==> src/rtl/pong_input_ctrl.sv <==
// ---------------------------------------------------------------------------
// pong_input_ctrl
//
// Front end for the ping-pong game FSM. Cleans up two bouncy player buttons
// into latched press flags and generates the ball-advance tick. A press made
// anywhere inside a tick window is presented, stable, during that window's
// D cycle, so the game FSM only has to sample P0/P1 when D is high.
//
// Parameters
//   DEB_CYCLES : consecutive stable cycles needed to accept a level change
//   TICK_SLOW  : D period for speed 2'b00
//   TICK_MED   : D period for speed 2'b01
//   TICK_FAST  : D period for speed 2'b10
//   CNT_W      : width of debounce and tick counters
//
// Ports
//   clk       in  : system clock
//   reset     in  : asynchronous, active-high reset
//   btn0_raw  in  : player 0 button, asynchronous, active-high
//   btn1_raw  in  : player 1 button, asynchronous, active-high
//   speed     in  : 00 slow, 01 medium, 10 fast, 11 paused
//   D         out : registered one-cycle tick for the game FSM
//   P0        out : registered latched press flag, player 0
//   P1        out : registered latched press flag, player 1
// ---------------------------------------------------------------------------
module pong_input_ctrl #(
    parameter int DEB_CYCLES = 500000,
    parameter int TICK_SLOW  = 25000000,
    parameter int TICK_MED   = 12500000,
    parameter int TICK_FAST  = 6250000,
    parameter int CNT_W      = 25
) (
    input  logic       clk,
    input  logic       reset,
    input  logic       btn0_raw,
    input  logic       btn1_raw,
    input  logic [1:0] speed,
    output logic       D,
    output logic       P0,
    output logic       P1
);

    localparam logic [CNT_W-1:0] ZERO      = {CNT_W{1'b0}};
    localparam logic [CNT_W-1:0] ONE       = CNT_W'(1);
    localparam logic [CNT_W-1:0] DEB_TERM  = CNT_W'(DEB_CYCLES - 1);
    localparam logic [CNT_W-1:0] SLOW_TERM = CNT_W'(TICK_SLOW - 1);
    localparam logic [CNT_W-1:0] MED_TERM  = CNT_W'(TICK_MED - 1);
    localparam logic [CNT_W-1:0] FAST_TERM = CNT_W'(TICK_FAST - 1);

    logic [1:0]       btn_raw_s;
    logic [1:0]       s1_r;
    logic [1:0]       s2_r;
    logic [1:0]       lvl_r;
    logic [CNT_W-1:0] dc_r [2];
    logic [1:0]       press_s;
    logic [CNT_W-1:0] tc_r;
    logic [CNT_W-1:0] term_s;

    assign btn_raw_s = {btn1_raw, btn0_raw};

    // Two-flop synchronizer for both buttons.
    always_ff @(posedge clk or posedge reset) begin
        if (reset) begin
            s1_r <= 2'b00;
            s2_r <= 2'b00;
        end else begin
            s1_r <= btn_raw_s;
            s2_r <= s1_r;
        end
    end

    // Debounce: accept a new level only after DEB_CYCLES consecutive
    // cycles of disagreement with the current stable level.
    always_ff @(posedge clk or posedge reset) begin
        if (reset) begin
            lvl_r    <= 2'b00;
            dc_r[0]  <= ZERO;
            dc_r[1]  <= ZERO;
        end else begin
            for (int b = 0; b < 2; b++) begin
                if (s2_r[b] == lvl_r[b]) begin
                    dc_r[b] <= ZERO;
                end else if (dc_r[b] == DEB_TERM) begin
                    lvl_r[b] <= s2_r[b];
                    dc_r[b]  <= ZERO;
                end else begin
                    dc_r[b] <= dc_r[b] + ONE;
                end
            end
        end
    end

    // A press is the edge on which the stable level is about to go 0 -> 1;
    // flagging it combinationally lets the flag land on the same edge as lvl.
    always_comb begin
        press_s = 2'b00;
        for (int b = 0; b < 2; b++) begin
            if (s2_r[b] && !lvl_r[b] && (dc_r[b] == DEB_TERM)) begin
                press_s[b] = 1'b1;
            end else begin
                press_s[b] = 1'b0;
            end
        end
    end

    // Pending press flags: consumed by a D cycle, but a press arriving on
    // that very edge survives into the next window.
    always_ff @(posedge clk or posedge reset) begin
        if (reset) begin
            P0 <= 1'b0;
            P1 <= 1'b0;
        end else if (D) begin
            P0 <= press_s[0];
            P1 <= press_s[1];
        end else begin
            P0 <= P0 | press_s[0];
            P1 <= P1 | press_s[1];
        end
    end

    // Terminal count for the selected speed; paused maps to slow but the
    // tick process ignores it while paused.
    always_comb begin
        term_s = SLOW_TERM;
        case (speed)
            2'b00:   term_s = SLOW_TERM;
            2'b01:   term_s = MED_TERM;
            2'b10:   term_s = FAST_TERM;
            default: term_s = SLOW_TERM;
        endcase
    end

    // Tick generator. The >= compare makes a switch to a shorter period
    // fire at once if the counter is already past the new terminal count.
    always_ff @(posedge clk or posedge reset) begin
        if (reset) begin
            tc_r <= ZERO;
            D    <= 1'b0;
        end else if (speed == 2'b11) begin
            D    <= 1'b0;
        end else if (tc_r >= term_s) begin
            tc_r <= ZERO;
            D    <= 1'b1;
        end else begin
            tc_r <= tc_r + ONE;
            D    <= 1'b0;
        end
    end

endmodule

==> config.mk <==
export PLATFORM = sky130hd
export DESIGN_NAME = pong_input_ctrl
export DESIGN_NICKNAME = d
export VERILOG_FILES = /design/src/rtl/pong_input_ctrl.sv
export SDC_FILE = /design/constraint.sdc
export NUM_CORES = 1
export LEC_CHECK = 0
export ABC_AREA = 1
export ABC_CLOCK_PERIOD_IN_PS = 6900
export BUFFER_PORTS_ARGS = -buffer_cell sky130_fd_sc_hd__buf_2
export CORE_AREA = 4 4 161 85
export DETAILED_ROUTE_END_ITERATION = 8
export DIE_AREA = 0 0 165 89
export PLACE_DENSITY_LB_ADDON = 0.05
export SYNTH_ARGS = -nofsm -noshare
export SYNTH_HDL_FRONTEND = slang
export SYNTH_SLANG_ARGS = --single-unit
==> constraint.sdc <==
create_clock -name clk -period 6.9 [get_ports clk]
set_input_delay 2.07 -clock clk [delete_from_list [all_inputs] [get_ports clk]]
set_output_delay 2.07 -clock clk [all_outputs]
set_load 0.01 [all_outputs]
==> flow_metrics.env <==
export IMPL_part_of_the_power_in_registers_pct=45.2
export IMPL_iteration_0_drc_count_of_the_detailed_router=532
export IMPL_layout_drive_gt1_share_pct=6.97
export IMPL_power_clock_fraction_pct=42.9
export IMPL_synth_cell_area_um2=5230
export IMPL_antennaDiodeCount=0
export IMPL_worstPathRequired_ns=7.11
export IMPL_max_slew_margin_pct=29.2
export IMPL_vias=4885
export IMPL_yosys_top_cells_area="dfrtp_1 (40%), nand2_1 (14%), nor2_1 (7.5%)"
export IMPL_master_cell_of_the_clock_root_buffer="clkbuf_16"
export IMPL_cp_arrival_ns=4.13
export IMPL_fin_crit_sh_pct=56.7
export IMPL_drc_errors=0
export IMPL_die_area_um2=14700
export IMPL_cts_hold_buffers_added=0
export IMPL_drt_first_pass_iters=5
export IMPL_power_density_nw_per_um2=214
export IMPL_antenna_violating_nets_post_route=0
export IMPL_timing_final_setup_violations=0
export IMPL_internal_power_w=0.000891
export IMPL_finalMaxSlewViolations=0
export IMPL_leakagePower_nw=2.75
export IMPL_synth_nets=751
export IMPL_worst_setup_hold_path_clk_slew_ns=0.07
export IMPL_power_w=0.00124
export IMPL_top_area_cell_type_share_of_the_netlist_area_pct=40.2
export IMPL_design_core_area_um2=12400
export IMPL_drt_wl_total_um=14400
export IMPL_io_pin_count=9
export IMPL_setup_total_negative_slack_ns=0
export IMPL_status="completed"
export IMPL_max_clock_path_buffers=2
export IMPL_antenna_found_initial=0
export IMPL_comb_power_share_pct=11.9
export IMPL_floorplan_initialDensity_pct=42.2
export IMPL_gp_congestion=0.947
export IMPL_floorplan_die_height_um=89
export IMPL_tritoncts_num_buffers=9
export IMPL_synth_flop_cell="dfrtp_1"
export IMPL_vias_in_the_first_global_route=4346
export IMPL_hold_viol_final=0
export IMPL_floorplan_die_width_um=165
export IMPL_largest_voltage_drop_on_the_vdd_net_uv=106
export IMPL_htree_num_levels=3
export IMPL_synth_enable_flop_cells=0
export IMPL_synth_seq_area_share_pct=40.2
export IMPL_yosysMostFrequentCell="nand2_1"
export IMPL_synthArstFlopShare_pct=100
export IMPL_dpl_hpwl_um=11100
export IMPL_grt_start_max_net_pins=60
export IMPL_io_buffers=8
export IMPL_area_delta_synth_final_pct=10.2
export IMPL_cts_post_setup_buffers_inserted=0
export IMPL_ys_warn_count=0
export IMPL_finalWorstPathRequiredPeriod_ns=3.91
export IMPL_synth_cells_most_frequent="nand2_1 (197), nor2_1 (105), inv_1 (91), dfrtp_1 (84), nand3_1 (46)"
export IMPL_global_route_usage_total_pct=20.9
export IMPL_synthCells=730
export IMPL_tritoncts_num_sinks=84
export IMPL_hold_path_class="reg2reg"
export IMPL_rows=29
export IMPL_switching_share_pct=27.9
export IMPL_max_cap_viol_count=0
export IMPL_design_final_nets=762
export IMPL_average_via_count_per_standard_cell=5.33
export IMPL_synth_seq_cells=84
export IMPL_synth_top_cell_by_area="dfrtp_1"
export IMPL_synthesis_area_per_instance_um2=7.16
export IMPL_netsw_w=0.000345
export IMPL_cts_tree="done"
export IMPL_global_route_overflow_total=0
export IMPL_synth_lib_cells_used_distinct=38
export IMPL_grt_setup_unrepaired="false"
export IMPL_timing_setup_critical_path_class="in2reg"
export IMPL_timing_fmax_mhz=255
export IMPL_grt_pass1_wl_um=23600
export IMPL_finalClockSkew_ns=0.0114
export IMPL_start_kind="input pin"
export IMPL_routed_length_per_placed_instance_um=15.7
export IMPL_worstSetupEndpointType="flop"
export IMPL_gates_resized_cts_repair=0
export IMPL_clk_insertion_delay_late_ns=0.34
export IMPL_whs_ns=0.360
export IMPL_timing_critical_path_fanout_max=22
export IMPL_worst_pin_slew_ns=1.05
[layout make-up]
class / instances / area [µm²]
multi-input combinational: 542 / 2720
inverter: 94 / 354
tap: 170 / 213
fill: 1244 / 6610
clock inverter: 7 / 98.8
clock buffer: 9 / 225
timing repair buffer: 10 / 55.1
sequential: 84 / 2100
[layout by cell type (no fill, tap or decap), types with 9 or more instances in the layout]
| cell type | instances |
|---|---|
| nand4_1 | 27 |
| xor2_1 | 15 |
| inv_1 | 90 |
| nor3_1 | 32 |
| nand2_1 | 197 |
| nand3_1 | 46 |
| xnor2_1 | 10 |
| nor4_1 | 10 |
| a21oi_1 | 31 |
| nor2_1 | 105 |
| dfrtp_1 | 84 |
| o21ai_0 | 12 |
| clkbuf_16 | 9 |
| ha_1 | 15 |
[through the flow]
step	std cells	utilization [%]	cell area, µm²	worst slack (ns)
floorplan	730	-	5230	2.66
global placement	900	44.0	5440	2.76
detailed placement	900	44.0	5440	2.67
CTS	916	46.6	5760	3.04
global route	916	46.6	5760	2.82
finish	916	46.6	5760	2.99
[routing by layer]
layer	track usage, %	wire length, µm	vias to the layer above
met3	6.26	1610	8
met2	24.4	4860	209
met4	3.55	89	0
li1	-	-	2383
met1	35.9	7840	2285
met5	0	0	-
[flip-flops by register name, indices dropped and copies added, names as in the netlist]
register,flops
dc_r,50
tc_r,25
lvl_r,2
s1_r,2
s2_r,2
D,1
P0,1
P1,1
[kinds of logic after synthesis]
family	after synthesis	synth area share (%)
adder cells (fa/ha/maj)	15	3.59
AND/OR/NAND/NOR	446	38.1
flip-flops	84	40.2
buffers and inverters	104	7.85
XOR/XNOR	25	4.19
AO/OA/AOI/OAI	56	6.03
[power by group through the flow]
stage	combinational, W	sequential, W	clock (W)
finish	0.000147	0.000558	0.000530
global route	0.000169	0.000563	0.000566
CTS	0.000147	0.000558	0.000546
detailed placement	0.000146	0.000567	0
global placement	0.000146	0.000567	0
floorplan	0.000112	0.000555	0
[worst max-delay path: stages]
cell and delay [ns]:
buf_2 0.13, inv_1 0.08, ha_1 0.29, inv_2 0.13
ha_1 0.37, inv_1 0.06, nor2_1 0.15, nand2_1 0.09
nor2_1 0.11, nand2_1 0.06, nand2_1 0.09, nand2_2 0.11
nand2_4 0.26, a21oi_1 0.13
[final timing paths]
path | from | endpoint | slack, ns | depth (start not counted)
worst max register to register | tc_r[0] | tc_r[18] | 4.56 | 9
max in group asynchronous | reset | dc_r[20] | 4.04 | 3
worst max-delay path | speed[1] | tc_r[15] | 2.99 | 14
min in group asynchronous | reset | lvl_r[0] | 1.72 | 2
worst min register to register | s1_r[0] | s2_r[0] | 0.36 | 0
worst min-delay path | s1_r[0] | s2_r[0] | 0.36 | 0
Note: power is estimated with default switching activity, not from simulation.
